**src/rtl/pipe_pkg.sv**
```systemverilog
// Shared constants, the stage record type and the saturating counter helper
// used by the pipe_reg_chain slice.
package pipe_pkg;

    localparam logic [31:0] NOP_INSTR  = 32'h0000_0013;
    localparam int          PERF_CNT_W = 16;
    localparam int          REC_W      = 32;

    typedef struct packed {
        logic             valid;
        logic [REC_W-1:0] pc;
        logic [REC_W-1:0] instr;
    } stage_rec_t;

    function automatic logic [PERF_CNT_W-1:0] sat_inc(input logic [PERF_CNT_W-1:0] cnt);
        return (&cnt) ? cnt : cnt + PERF_CNT_W'(1);
    endfunction

endpackage

```
**src/rtl/pipe_stage.sv**
```systemverilog
// One register stage of pipe_reg_chain: valid bit plus pc/instr payload,
// with its own load condition derived from the downstream stage.
module pipe_stage
    import pipe_pkg::*;
#(
    parameter int               WIDTH  = 32,
    parameter logic [WIDTH-1:0] BUBBLE = WIDTH'(NOP_INSTR)
) (
    input  logic             clk,
    input  logic             reset,
    input  logic             stall,
    input  logic             flush,
    input  logic             prev_valid,
    input  logic [WIDTH-1:0] prev_pc,
    input  logic [WIDTH-1:0] prev_instr,
    input  logic             next_load,
    output logic             load,
    output logic             valid,
    output logic [WIDTH-1:0] pc,
    output logic [WIDTH-1:0] instr
);

    // An empty stage always accepts, so bubbles collapse under backpressure.
    assign load = !stall && !flush && (!valid || next_load);

    // NOTE: non-blocking assignments so every stage samples its predecessor's
    // pre-edge value and the chain shifts by exactly one position per edge.
    always_ff @(posedge clk) begin
        if (reset) begin
            valid <= 1'b0;
            pc    <= '0;
            instr <= '0;
        end else if (flush) begin
            valid <= 1'b0;
            pc    <= '0;
            instr <= BUBBLE;
        end else if (load) begin
            valid <= prev_valid;
            pc    <= prev_pc;
            instr <= prev_instr;
        end
    end

endmodule

```
**src/rtl/pipe_reg_chain.sv**
```systemverilog
// DEPTH-stage valid/ready register chain for pc/instr with stall and flush.
// Optional macro PIPE_REG_CHAIN_PERF_EN adds saturating stall/flush counters.
module pipe_reg_chain
    import pipe_pkg::*;
#(
    parameter int               WIDTH  = 32,
    parameter int               DEPTH  = 1,
    parameter logic [WIDTH-1:0] BUBBLE = WIDTH'(NOP_INSTR)
) (
    input  logic                  clk,
    input  logic                  reset,
    input  logic                  stall,
    input  logic                  flush,
    input  logic                  in_valid,
    output logic                  in_ready,
    input  logic [WIDTH-1:0]      pc_in,
    input  logic [WIDTH-1:0]      instr_in,
    output logic                  out_valid,
    input  logic                  out_ready,
    output logic [WIDTH-1:0]      pc_out,
    output logic [WIDTH-1:0]      instr_out
`ifdef PIPE_REG_CHAIN_PERF_EN
   ,output logic [PERF_CNT_W-1:0] stall_cnt,
    output logic [PERF_CNT_W-1:0] flush_cnt
`endif
);

    for (genvar k = 0; k < DEPTH; k++) begin : g_stage
        logic             load;
        logic             next_load;
        logic             prev_valid;
        logic [WIDTH-1:0] prev_pc;
        logic [WIDTH-1:0] prev_instr;
        logic             valid;
        logic [WIDTH-1:0] pc;
        logic [WIDTH-1:0] instr;

        if (k == DEPTH - 1) begin : g_last
            assign next_load = out_ready;
        end else begin : g_mid
            assign next_load = g_stage[k+1].load;
        end

        if (k == 0) begin : g_first
            assign prev_valid = in_valid;
            assign prev_pc    = pc_in;
            assign prev_instr = instr_in;
        end else begin : g_follow
            assign prev_valid = g_stage[k-1].valid;
            assign prev_pc    = g_stage[k-1].pc;
            assign prev_instr = g_stage[k-1].instr;
        end

        pipe_stage #(
            .WIDTH  (WIDTH),
            .BUBBLE (BUBBLE)
        ) u_stage (
            .clk        (clk),
            .reset      (reset),
            .stall      (stall),
            .flush      (flush),
            .prev_valid (prev_valid),
            .prev_pc    (prev_pc),
            .prev_instr (prev_instr),
            .next_load  (next_load),
            .load       (load),
            .valid      (valid),
            .pc         (pc),
            .instr      (instr)
        );
    end

    assign in_ready  = g_stage[0].load;
    assign out_valid = g_stage[DEPTH-1].valid;
    assign pc_out    = g_stage[DEPTH-1].pc;
    assign instr_out = g_stage[DEPTH-1].instr;

`ifdef PIPE_REG_CHAIN_PERF_EN
    always_ff @(posedge clk) begin
        if (reset) begin
            stall_cnt <= '0;
            flush_cnt <= '0;
        end else begin
            if (stall) stall_cnt <= sat_inc(stall_cnt);
            if (flush) flush_cnt <= sat_inc(flush_cnt);
        end
    end
`endif

endmodule
```
**config.mk**
```make
export PLATFORM = sky130hd
export DESIGN_NAME = pipe_reg_chain
export DESIGN_NICKNAME = d
export VERILOG_FILES = /design/src/rtl/pipe_pkg.sv /design/src/rtl/pipe_stage.sv /design/src/rtl/pipe_reg_chain.sv
export SDC_FILE = /design/constraint.sdc
export NUM_CORES = 1
export LEC_CHECK = 0
export ABC_AREA = 1
export CORE_ASPECT_RATIO = 1.1
export CORE_MARGIN = 2
export CORE_UTILIZATION = 30
export DETAILED_ROUTE_END_ITERATION = 8
export DONT_BUFFER_PORTS = 1
export PLACE_DENSITY = 0.47
export SYNTH_ARGS = -nofsm -noshare
export SYNTH_HDL_FRONTEND = slang
export SYNTH_HIERARCHICAL = 1
export SYNTH_SLANG_ARGS = --single-unit
```
**constraint.sdc**
```tcl
create_clock -name clk -period 1.54 [get_ports clk]
set_clock_uncertainty 0.15 [all_clocks]
set_input_delay 0.154 -clock clk [delete_from_list [all_inputs] [get_ports clk]]
set_output_delay 0.154 -clock clk [all_outputs]
set_load 0.01 [all_outputs]
```
Word-level counts from Yosys, hierarchy flattened. Index checks and enable logic that the tools add are counted.

Mux-type cells: 2. Reductions and logical operators: 8.

Operators by type and width (count): 2-to-1 mux 5 bit (2); zero test 1 bit (3); logical AND 1 bit (2); nonzero test 2 bit (1); OR reduction 2 bit (1); logical OR 1 bit (1).

Flip-flop bits (word level): 65. Bits of input ports: 70. Output and inout port bits: 66. Logic and storage cells: 14.

Logic depth before layout (Yosys ltp). Gate-level depths: netlist of the first run.

Depth in word-level cells: 5. Depth in mapped cells: 8. Gate-level depth less buffers: 7.

Worst setup path after synthesis of the first run. No wires, ideal clock.

Path kind: register to register. From: register g_stage[0].u_stage.valid. To: register g_stage[0].u_stage.pc[12]. Setup time: 0.132 ns. Data arrival time: 0.932 ns. Data required time: 1.258 ns. Path slack: 0.325 ns. Stages on the path, launching flop included: 7. Buffers on the path: 1. Clock period less this slack: 1.215 ns. Path through: dfxtp_1 nand2_2 nand2_4 clkinv_2 buf_4 nand2_1 a21oi_1.

Word-level cells in the longest chain between the ends: 3.

Ends and longest elaborated chain: start: declaration (line pipe_stage.sv:18) `output logic valid,`; start signal: assignment (line pipe_stage.sv:38) `valid <= prev_valid;`; zero test 1 bit (line pipe_stage.sv:24) `assign load = !stall && !flush && (!valid || next_load);`; logical OR 1 bit (line pipe_stage.sv:24); logical AND 1 bit (line pipe_stage.sv:24); named net in_ready (line pipe_reg_chain.sv:15) `output logic in_ready,`; end signal: assignment (line pipe_stage.sv:39) `pc <= prev_pc;`; end: declaration (line pipe_stage.sv:19) `output logic [WIDTH-1:0] pc,`.

The timed path passes the listed nets, and every way through them passes these cells. A chain may end at the register's enable or synchronous reset.

Worst setup path in the final report of the first run.
From: register g_stage[0].u_stage.valid. To: output port in_ready.

Word-level cells in the longest chain between the ends: 3.

Ends and longest elaborated chain (line): zero test 1 bit (pipe_stage.sv:24); logical OR 1 bit (pipe_stage.sv:24); logical AND 1 bit (pipe_stage.sv:24); end: declaration (pipe_reg_chain.sv:15).

No other way between the ends.

==> out/metrics.csv, run 1 <==
metric;value;unit
status;finished clean;
final setup margin;0.0584;ns
Final setup violation count;0;
clock buffer depth;2;
Rows;33;
final WL;6800;µm
vias post-DR;2188;
CTS Buf Count;9;
Ys Warns;6;
1st-pass router iterations;4;
worst vdd ir;0.000567;V
worst skew pair latency;0.34;ns
ANT nets after route;0;
Post-Syn Area per Cell;7.96;µm²
path type of the worst min-delay path;in -> reg;
sequential area share after synthesis;55.6;%
area leader, netlist;dfxtp_1;
filler cell count;736;
Max Cap Viol;0;
port buffer count;0;
Post-Syn Nets;364;
wire length per cell;14.1;µm
Max Slew Vio Count;0;
Syn Inst Count;294;
post-layout net count;442;
Iter 0 DRT Violations;83;
CP most frequent cell;nand2_4;
post-synthesis cell type count;14;
Tcrit/Tclk final;96.2;%
DR vias/cell;4.54;
#FFs+latches synth;65;
Critical Path, Cell by Cell;nand2_4 > nand2_4 > clkinv_8 > buf_12 > buf_4;
EDFF count, synth;0;
Final Hold Viols;0;
Crit Path Class;reg -> out;
fmax;675;MHz
Post-synth top cells;nand2_1, dfxtp_1, a21oi_1, inv_1;
CTS H-Tree Depth;3;
first-pass GRT wire length;10400;µm
Core Footprint;7510;µm²
dpl cell area;2430;µm²
critical path arrival;1.18;ns
Die ar.;8520;µm²
GRT overflow;0;
antenna violations before repair;0;
pwr/cell area;1010;nW/µm²
CP required;1.24;ns
pre-CTS WS;0.122;ns
Boundary Pins;136;
post-route cell area;3390;µm²
CP max stage delay;0.35;ns
Leak;1.26;nW
antenna cells;0;
ranking of synthesized cells by area;dfxtp_1, nand2_1, a21oi_1;
dpl hpwl;3760;µm
Synth top area share;55.6;%
CTS root buffer;clkbuf_8;
overall power;3.44;mW
Tmin final;1.48;ns
flop-to-flop setup slack;0.07;ns
ys flop type;dfxtp_1;
Slew headroom;77.0;%
Worst-Margin Slew;0.345;ns
Startpoint Class;register;
CTS tree;built;
routability congestion estimate from global placement;0.713;
clk sinks;65;
Chip Height;96.6;µm
gr usage total;15.6;%
endpoint class of the critical path;primary output;
Die W;88.2;µm
CP max FO;10;
Starting Density;31.1;%
synthesis-to-finish area growth;45.0;%
most common cell in the netlist;nand2_1;
Worst path top cell family by delay;flip-flops;
asr flop ratio synth;0;%
pin count of the biggest net entering global routing;66;
share of cells above drive strength 1;9.28;%
mapped cell area;2340;µm²
# DRC;0;
vias in the first global route;2223;
clk slew on worst S/H paths;0.07;ns
Bufs and invs on worst path;3;
Final TNS setup;0;ns
CP max stage cell;dfxtp_2;
minimum hold slack;0.0841;ns
## sequential cells by signal (all words and copies together), names as in the netlist
signal	count
g_stage.u_stage/pc	32
g_stage.u_stage/instr	32
g_stage.u_stage/valid	1
## per-stage QoR
step | cells | util (%)
detailed placement | 387 | 32.4
global placement | 387 | 32.4
global route | 482 | 45.2
floorplan | 294 | -
CTS | 476 | 44.5
finish | 482 | 45.2
## logic make-up (layout without fill, tap and decap cells)
group	Yosys count	count (layout)	synth area share, %
AO/OA/AOI/OAI	63	63	13.5
buffers and inverters	28	111	7.59
flip-flops	65	65	55.6
AND/OR/NAND/NOR	138	138	23.3
## worst register-to-register path, stage by stage, from the launching register on
cell and delay, ns:
dfxtp_2 0.35, nand2_4 0.07, nand3_1 0.08, dlygate4sd3_1 0.56, nand3_1 0.07, nand2_1 0.07
inv_1 0.03
## final cells by class
type | instances | area [µm²] | share of cell area (%)
tap | 105 | 131 | 3.87
inverter | 9 | 46.3 | 1.36
multi-input combinational | 201 | 866 | 25.5
clock inverter | 3 | 15.0 | 0.442
clock buffer | 13 | 159 | 4.68
timing repair buffer | 86 | 873 | 25.7
sequential | 65 | 1300 | 38.4
## final timing paths
path,from,endpoint,cells past startpoint
max,g_stage[0].u_stage/valid$_SDFFE_PP0P_,in_ready,5
min,flush,g_stage[0].u_stage/pc[24]$_SDFFE_PP0P_,4
max reg2reg,g_stage[0].u_stage/valid$_SDFFE_PP0P_,g_stage[0].u_stage/instr[0]$_SDFFE_PP0P_,6
min reg2reg,g_stage[0].u_stage/pc[18]$_SDFFE_PP0P_,g_stage[0].u_stage/pc[18]$_SDFFE_PP0P_,2
## report_power, final
part	internal, mW	total (mW)	switching [mW]	leakage [nW]
sequential	1.72	1.77	0.0502	0.528
clock	0.665	1.29	0.627	0.0932
combinational	0.203	0.374	0.171	0.640
## layout by cell type, fill, tap and decap left out, drive strengths merged
cell type	synthesis	layout
a21oi	62	62
o21ai	1	1
nand3	6	6
nand2	131	131
dfxtp	65	65
clkbuf	4	13
dlygate4sd3	0	71
clkinv	1	4
nor2	1	1
inv	8	8
buf	15	15
## per-layer routing
layer	wire length [µm]	up-vias	part of all wire [%]	GRT usage [%]
met2	3210	106	47	26.0
met4	94	0	1.4	6.88
li1	-	1088	-	-
met5	0	-	0	0
met3	695	8	10	6.57
met1	2800	986	41	17.1
## timing repair
item / CTS / global route
pin swaps: 1 / 1
endpoints found under the hold margin: 65 / 0
hold buffers: 71 / 0
gates resized for setup: 3 / 1
buffers inserted: 2 / 6
endpoints found under the setup margin: 1 / 2
Note: power is estimated with default switching activity, not from simulation.
==> inputs of run 2 (changes only) <==
--- a/config.mk
+++ b/config.mk
@@ -5,7 +5,6 @@
 export SDC_FILE = /design/constraint.sdc
 export NUM_CORES = 1
 export LEC_CHECK = 0
-export ABC_AREA = 1
 export CORE_ASPECT_RATIO = 1.1
 export CORE_MARGIN = 2
 export CORE_UTILIZATION = 30
==> out/metrics.csv, run 2 <==
metric;value;unit;change
commonest non-fill, non-tap cell in the layout;dlygate4sd3_1;;was nand2_1
routability congestion estimate from global placement;0.703;;was 0.713
sequential area share after synthesis;47.8;%;was 55.6%
Final Hold Viols;0;;unchanged
filler cell count;871;;was 736
wire length per cell;17.3;µm;was 14.1 µm
endpoint class of the critical path;primary output;;unchanged
1st-pass router iterations;4;;unchanged
gr usage total;15.9;%;was 15.6%
post-synthesis cell type count;17;;was 14
Chip Height;104;µm;was 96.6 µm
most common cell in the netlist;dfxtp_1;;was nand2_1
Iter 0 DRT Violations;96;;was 83
Finished Layout Cells;480;;was 482
Slew headroom;68.1;%;was 77.0%
Sequential Power Share;50.2;%;was 51.6%
Boundary Pins;136;;unchanged
Worst setup startpoint;g_stage[0].u_stage/valid$_SDFFE_PP0P_;;unchanged
Worst-Margin Slew;0.479;ns;was 0.345 ns
status;finished with violations;;was finished clean
Net Sw Power;0.888;mW;was 0.848 mW
share of cells above drive strength 1;18.9;%;was 9.28%
Die ar.;9850;µm²;was 8520 µm²
path type of the worst min-delay path;in -> reg;;unchanged
Leak;1.33;nW;was 1.26 nW
Switching Share;25.2;%;was 24.7%
Critical Path, Cell by Cell;nor2b_4 > buf_12 > or2_4 > inv_4;;was nand2_4 > nand2_4 > clkinv_8 > buf_12 > buf_4
Synth top area share;47.8;%;was 55.6%
ranking of synthesized cells by area;dfxtp_1, or3b_1, a21oi_1;;was dfxtp_1, nand2_1, a21oi_1
mapped cell area;2720;µm²;was 2340 µm²
Startpoint Class;register;;unchanged
Power Internal;2.64;mW;was 2.59 mW
CP max FO;3;;was 10
Post-Syn Area per Cell;9.07;µm²;was 7.96 µm²
asr flop ratio synth;0;%;unchanged
critical path arrival;1.25;ns;was 1.18 ns
clk slew on worst S/H paths;0.07;ns;about the same
Tmin final;1.56;ns;was 1.48 ns
Final TNS setup;-0.0169;ns;was 0 ns
Bufs and invs on worst path;2;;was 3
area leader, netlist;dfxtp_1;;unchanged
Rows;36;;was 33
vias in the first global route;2355;;was 2223
CP max stage cell;dfxtp_2;;unchanged
Core Footprint;8830;µm²;was 7510 µm²
Syn Inst Count;300;;was 294
FF-to-FF path depth;5;;was 6
Die W;94.8;µm;was 88.2 µm
CP max stage delay;0.32;ns;was 0.35 ns
clock share of power;37.5;%;was 37.6%
CTS root buffer;clkbuf_8;;unchanged
crit path to;in_ready;;unchanged
port buffer count;0;;unchanged
CP required;1.24;ns;about the same
worst vdd ir;0.000327;V;was 0.000567 V
Hold Path Stages;3;;was 4
worst skew pair latency;0.34;ns;about the same
clk sinks;65;;unchanged
CTS tree;built;;unchanged
most frequent cells in the layout;dlygate4sd3_1, dfxtp_1, o21ai_0, or3b_1, a21oi_1;;was nand2_1, dlygate4sd3_1, dfxtp_1, a21oi_1
Worst R2R End;g_stage[0].u_stage/instr[30]$_SDFFE_PP0P_;;was g_stage[0].u_stage/instr[0]$_SDFFE_PP0P_
Ys Warns;6;;unchanged
CP Depth;4;;was 5
vias post-DR;2454;;was 2188
CTS H-Tree Depth;3;;unchanged
Max Cap Viol;0;;unchanged
violated checks;negative setup slack;;
R2R Path Start;g_stage[0].u_stage/valid$_SDFFE_PP0P_;;unchanged
EDFF count, synth;0;;unchanged
Worst path top cell family by delay;simple AND/OR/NAND/NOR gates;;was flip-flops
final WL;8320;µm;was 6800 µm
Tcrit/Tclk final;101;%;was 96.2%
Post-Syn Nets;370;;was 364
minimum hold slack;0.105;ns;was 0.0841 ns
final setup margin;-0.0169;ns;was 0.0584 ns
pwr/cell area;893;nW/µm²;was 1010 nW/µm²
ANT nets after route;0;;unchanged
dpl hpwl;4130;µm;was 3760 µm
Max Slew Vio Count;0;;unchanged
# DRC;0;;unchanged
Post-synth top cells;dfxtp_1, a21oi_1, o21ai_0, or3b_1, clkbuf_1;;was nand2_1, dfxtp_1, a21oi_1, inv_1
RSZ-0062 raised after global routing;true;;
clock buffer depth;2;;unchanged
antenna cells;0;;unchanged
Crit Path Class;reg -> out;;unchanged
CTS Buf Count;9;;unchanged
Starting Density;30.8;%;was 31.1%
#FFs+latches synth;65;;unchanged
DR vias/cell;5.11;;was 4.54
post-layout net count;431;;was 442
GRT overflow;0;;unchanged
antenna violations before repair;0;;unchanged
Placed Cells incl. Taps;386;;was 387
pin count of the biggest net entering global routing;63;;was 66
ys flop type;dfxtp_1;;unchanged
largest registers;g_stage.u_stage/instr: 32 flops, g_stage.u_stage/pc: 32 flops, g_stage.u_stage/valid: 1 flops;;unchanged
synthesis-to-finish area growth;45.1;%;was 45.0%
Final setup violation count;1;;was 0
fmax;642;MHz;was 675 MHz
first-pass GRT wire length;12100;µm;was 10400 µm
flop-to-flop setup slack;0.01;ns;was 0.07 ns
combinational power share;12.3;%;was 10.9%
-- run 2: cell count changes after synthesis, sizes merged, moves of 6 or more --
cell | before | now
nand3 | 6 | 0
inv | 8 | 2
buf | 15 | 8
clkbuf | 4 | 27
or3b | 0 | 61
nand2 | 131 | 0
o21ai | 1 | 61
-- run 2: cell families after synthesis --
| logic type | Yosys count | share of synthesized area [%] |
|---|---|---|
| compound gates | 127 | 23.7 |
| buf+inv | 37 | 6.94 |
| simple gates | 71 | 21.5 |
| flops | 65 | 47.8 |
-- run 2: routing by layer --
metal	global-route usage, %	vias up	part of all wire (%)
li1	-	1205	-
met1	18.5	1168	43
met2	25.8	68	50
met3	4.28	13	5.6
met4	9.01	0	2.2
met5	0	-	0
-- run 2: how the worst min path moves through the flow --
stage                         start                                        to  slack (ns)
after global routing          flush     g_stage[0].u_stage/valid$_SDFFE_PP0P_        0.11
after CTS                 out_ready  g_stage[0].u_stage/instr[1]$_SDFFE_PP0P_        0.05
after floorplan               reset  g_stage[0].u_stage/instr[0]$_SDFFE_PP0P_        0.08
after detailed placement      reset  g_stage[0].u_stage/instr[1]$_SDFFE_PP0P_        0.08
final                         flush     g_stage[0].u_stage/valid$_SDFFE_PP0P_        0.11
after global placement        reset  g_stage[0].u_stage/instr[1]$_SDFFE_PP0P_        0.08
-- run 2: per-stage QoR --
step	instance area (µm²)	utilization, %	total power [mW]	setup slack, ns
floorplan	2720	-	1.99	-0.0175
global placement	2810	31.8	2.03	0.0795
detailed placement	2810	31.8	2.04	0.0448
CTS	3730	42.2	3.54	-0.0759
global route	3950	44.7	3.71	-0.0616
finish	3950	44.7	3.53	-0.0169
-- run 2: final cells by class --
class	instances	area [µm²]	area share [%]
inverters	2	10.0	0.254
multi-input cells	198	1350	34.2
clock inverters	3	15.0	0.380
clock buffers	13	159	4.03
flip-flops and latches	65	1300	33.0
repair buffers	85	967	24.5
well taps	114	143	3.61
-- run 2: worst reg2reg max path: stages (launching register included) --
cell     delay (ns)
dfxtp_2        0.32
nor2b_4        0.13
buf_6          0.15
buf_12         0.16
or3b_1         0.40
a21oi_1        0.14
-- run 2: power by group through the flow --
stage          clock network, mW  logic (mW)  registers [mW]
4_1_cts                     1.39       0.385            1.77
3_3_place_gp                   0       0.224            1.81
2_1_floorplan                  0       0.188            1.80
6_report                    1.32       0.432            1.77
5_1_grt                     1.46       0.472            1.78
3_5_place_dp                   0       0.231            1.81
-- run 2: timing repair --
| action | CTS | global route |
|---|---|---|
| gates cloned | 2 | 3 |
| resized for setup | 5 | 34 |
| hold buffers | 68 | 0 |
| hold endpoints to repair | 65 | 0 |
| setup buffers | 1 | 4 |
| pin swaps | 0 | 1 |
| setup endpoints to repair | 1 | 53 |
==> inputs of run 3 (changes only) <==
--- a/config.mk
+++ b/config.mk
@@ -6,7 +6,7 @@
 export NUM_CORES = 1
 export LEC_CHECK = 0
 export CORE_ASPECT_RATIO = 1.1
-export CORE_MARGIN = 2
+export CORE_MARGIN = 5
 export CORE_UTILIZATION = 30
 export DETAILED_ROUTE_END_ITERATION = 8
 export DONT_BUFFER_PORTS = 1
==> out/metrics.csv, run 3 (synthesis results as in run 2) <==
metric;value;unit;change
status;finished clean;;was finished with violations
synthesis-to-finish area growth;40.8;%;was 45.1%
largest registers;g_stage.u_stage/instr: 32 flops, g_stage.u_stage/pc: 32 flops, g_stage.u_stage/valid: 1 flops;;unchanged
Iter 0 DRT Violations;101;;was 96
Startpoint Class;register;;unchanged
Bufs and invs on worst path;2;;unchanged
FF-to-FF path depth;5;;unchanged
ANT nets after route;0;;unchanged
clk slew on worst S/H paths;0.07;ns;about the same
Top Layer Used;met4;;unchanged
most frequent cells in the layout;dlygate4sd3_1, dfxtp_1, o21ai_0, or3b_1, a21oi_1;;unchanged
CTS Buf Count;9;;unchanged
antenna cells;0;;unchanged
Leak;1.31;nW;was 1.33 nW
gr usage total;14.2;%;was 15.9%
DR vias/cell;5.10;;was 5.11
CTS tree;built;;unchanged
pin count of the biggest net entering global routing;88;;was 63
routability congestion estimate from global placement;0.684;;was 0.703
Tmin final;1.52;ns;was 1.56 ns
CP required;1.24;ns;about the same
CTS H-Tree Depth;3;;unchanged
Tcrit/Tclk final;98.8;%;was 101%
WL met3;651;µm;was 470 µm
Slew headroom;72.7;%;was 68.1%
CTS root buffer;clkbuf_8;;unchanged
vias post-DR;2439;;was 2454
port buffer count;0;;unchanged
Die ar.;11100;µm²;was 9850 µm²
CP max FO;3;;unchanged
Core Footprint;8870;µm²;was 8830 µm²
fmax;657;MHz;was 642 MHz
CP Depth;4;;unchanged
dpl hpwl;4580;µm;was 4130 µm
overall power;3.43;mW;was 3.53 mW
minimum hold slack;0.149;ns;was 0.105 ns
Critical Path, Cell by Cell;nor2b_4 > buf_12 > or2_4 > inv_4;;unchanged
endpoint class of the critical path;primary output;;unchanged
final WL;8590;µm;was 8320 µm
Crit Path Class;reg -> out;;unchanged
M1 WL;3350;µm;was 3540 µm
Max Cap Viol;0;;unchanged
Rows;36;;unchanged
1st-pass router iterations;4;;unchanged
clk sinks;65;;unchanged
worst skew pair latency;0.34;ns;about the same
# DRC;0;;unchanged
post-layout net count;430;;was 431
CP max stage cell;dfxtp_2;;unchanged
wire length on met2;4470;µm;was 4130 µm
Final setup violation count;0;;was 1
Placed Cells incl. Taps;386;;unchanged
Die W;101;µm;was 94.8 µm
commonest non-fill, non-tap cell in the layout;dlygate4sd3_1;;unchanged
Chip Height;110;µm;was 104 µm
post-route cell area;3830;µm²;was 3950 µm²
Finished Layout Cells;478;;was 480
wire length per cell;18.0;µm;was 17.3 µm
clock buffer depth;2;;unchanged
Worst-Margin Slew;0.409;ns;was 0.479 ns
share of cells above drive strength 1;12.4;%;was 18.9%
path type of the worst min-delay path;in -> reg;;unchanged
Boundary Pins;136;;unchanged
GRT overflow;0;;unchanged
Worst path top cell family by delay;simple AND/OR/NAND/NOR gates;;unchanged
RSZ-0062 raised after global routing;true;;unchanged
pwr/cell area;895;nW/µm²;was 893 nW/µm²
Max Slew Vio Count;0;;unchanged
Starting Density;30.7;%;was 30.8%
worst vdd ir;0.000302;V;was 0.000327 V
vias in the first global route;2295;;was 2355
Final Hold Viols;0;;unchanged
dpl cell area;2780;µm²;was 2810 µm²
critical path arrival;1.22;ns;was 1.25 ns
Hold Path Stages;4;;was 3
CP max stage delay;0.32;ns;about the same
antenna violations before repair;0;;unchanged
first-pass GRT wire length;12000;µm;was 12100 µm
-- run 3: cell types whose count changed in the layout (fill, tap and decap cells not counted), moves of 2 or more --
| cell | change |
|---|---|
| a21oi_1 | +14 |
| a21oi_2 | -14 |
| buf_12 | -2 |
| or3b_1 | +9 |
| or3b_4 | -9 |
-- run 3: path summary, 6_finish.rpt --
kind | start | slack (ns) | endpoint
setup / recovery | g_stage[0].u_stage/valid$_SDFFE_PP0P_ | 0.02 | in_ready
hold / removal | flush | 0.15 | g_stage[0].u_stage/instr[4]$_SDFFE_PP0P_
setup reg to reg | g_stage[0].u_stage/valid$_SDFFE_PP0P_ | 0.04 | g_stage[0].u_stage/instr[16]$_SDFFE_PP0P_
hold reg to reg | g_stage[0].u_stage/pc[30]$_SDFFE_PP0P_ | 0.38 | g_stage[0].u_stage/pc[30]$_SDFFE_PP0P_
-- run 3: routing by layer --
layer / vias to the layer above / global-route usage, %
met5: - / 0
met4: 0 / 7.70
met3: 7 / 4.82
met2: 84 / 23.8
met1: 1144 / 15.7
li1: 1204 / -
-- run 3: stage by stage --
stage	TNS [ns]	util [%]	setup slack [ns]
final	0	43.2	0.0187
after floorplan	-0.700	-	-0.0175
after global placement	0	31.4	0.123
after global routing	-0.0645	43.2	-0.0328
after detailed placement	0	31.4	0.0882
after CTS	-0.0695	41.8	-0.0628
-- run 3: area by class of cell --
| class | instances | area [µm²] |
|---|---|---|
| Clock inverter | 4 | 20.0 |
| Clock buffer | 11 | 141 |
| Multi-Input combinational cell | 198 | 1280 |
| Sequential cell | 65 | 1300 |
| Timing Repair Buffer | 84 | 940 |
| Fill cell | 870 | 5040 |
| Inverter | 2 | 10.0 |
| Tap cell | 114 | 143 |
-- run 3: worst reg2reg max path, delay by kind of cell (launching register included) --
family / cells / cell delay (ns)
simple gates: 2 / 0.54
buf+inv: 2 / 0.29
flops: 1 / 0.32
compound gates: 1 / 0.14
-- run 3: where the power goes --
part | switching, mW | total, mW | internal, mW
sequential | 0.0488 | 1.77 | 1.72
combinational | 0.173 | 0.404 | 0.232
clock | 0.644 | 1.25 | 0.608
total | 0.866 | 3.43 | 2.56
-- run 3: what timing repair did --
action	in CTS	in global routing
endpoints found under the setup margin	1	33
gates resized for setup	4	11
cloned	2	3
hold buffers	68	0
pin swaps	1	2
hold endpoints to repair	65	0
setup buffers	2	2
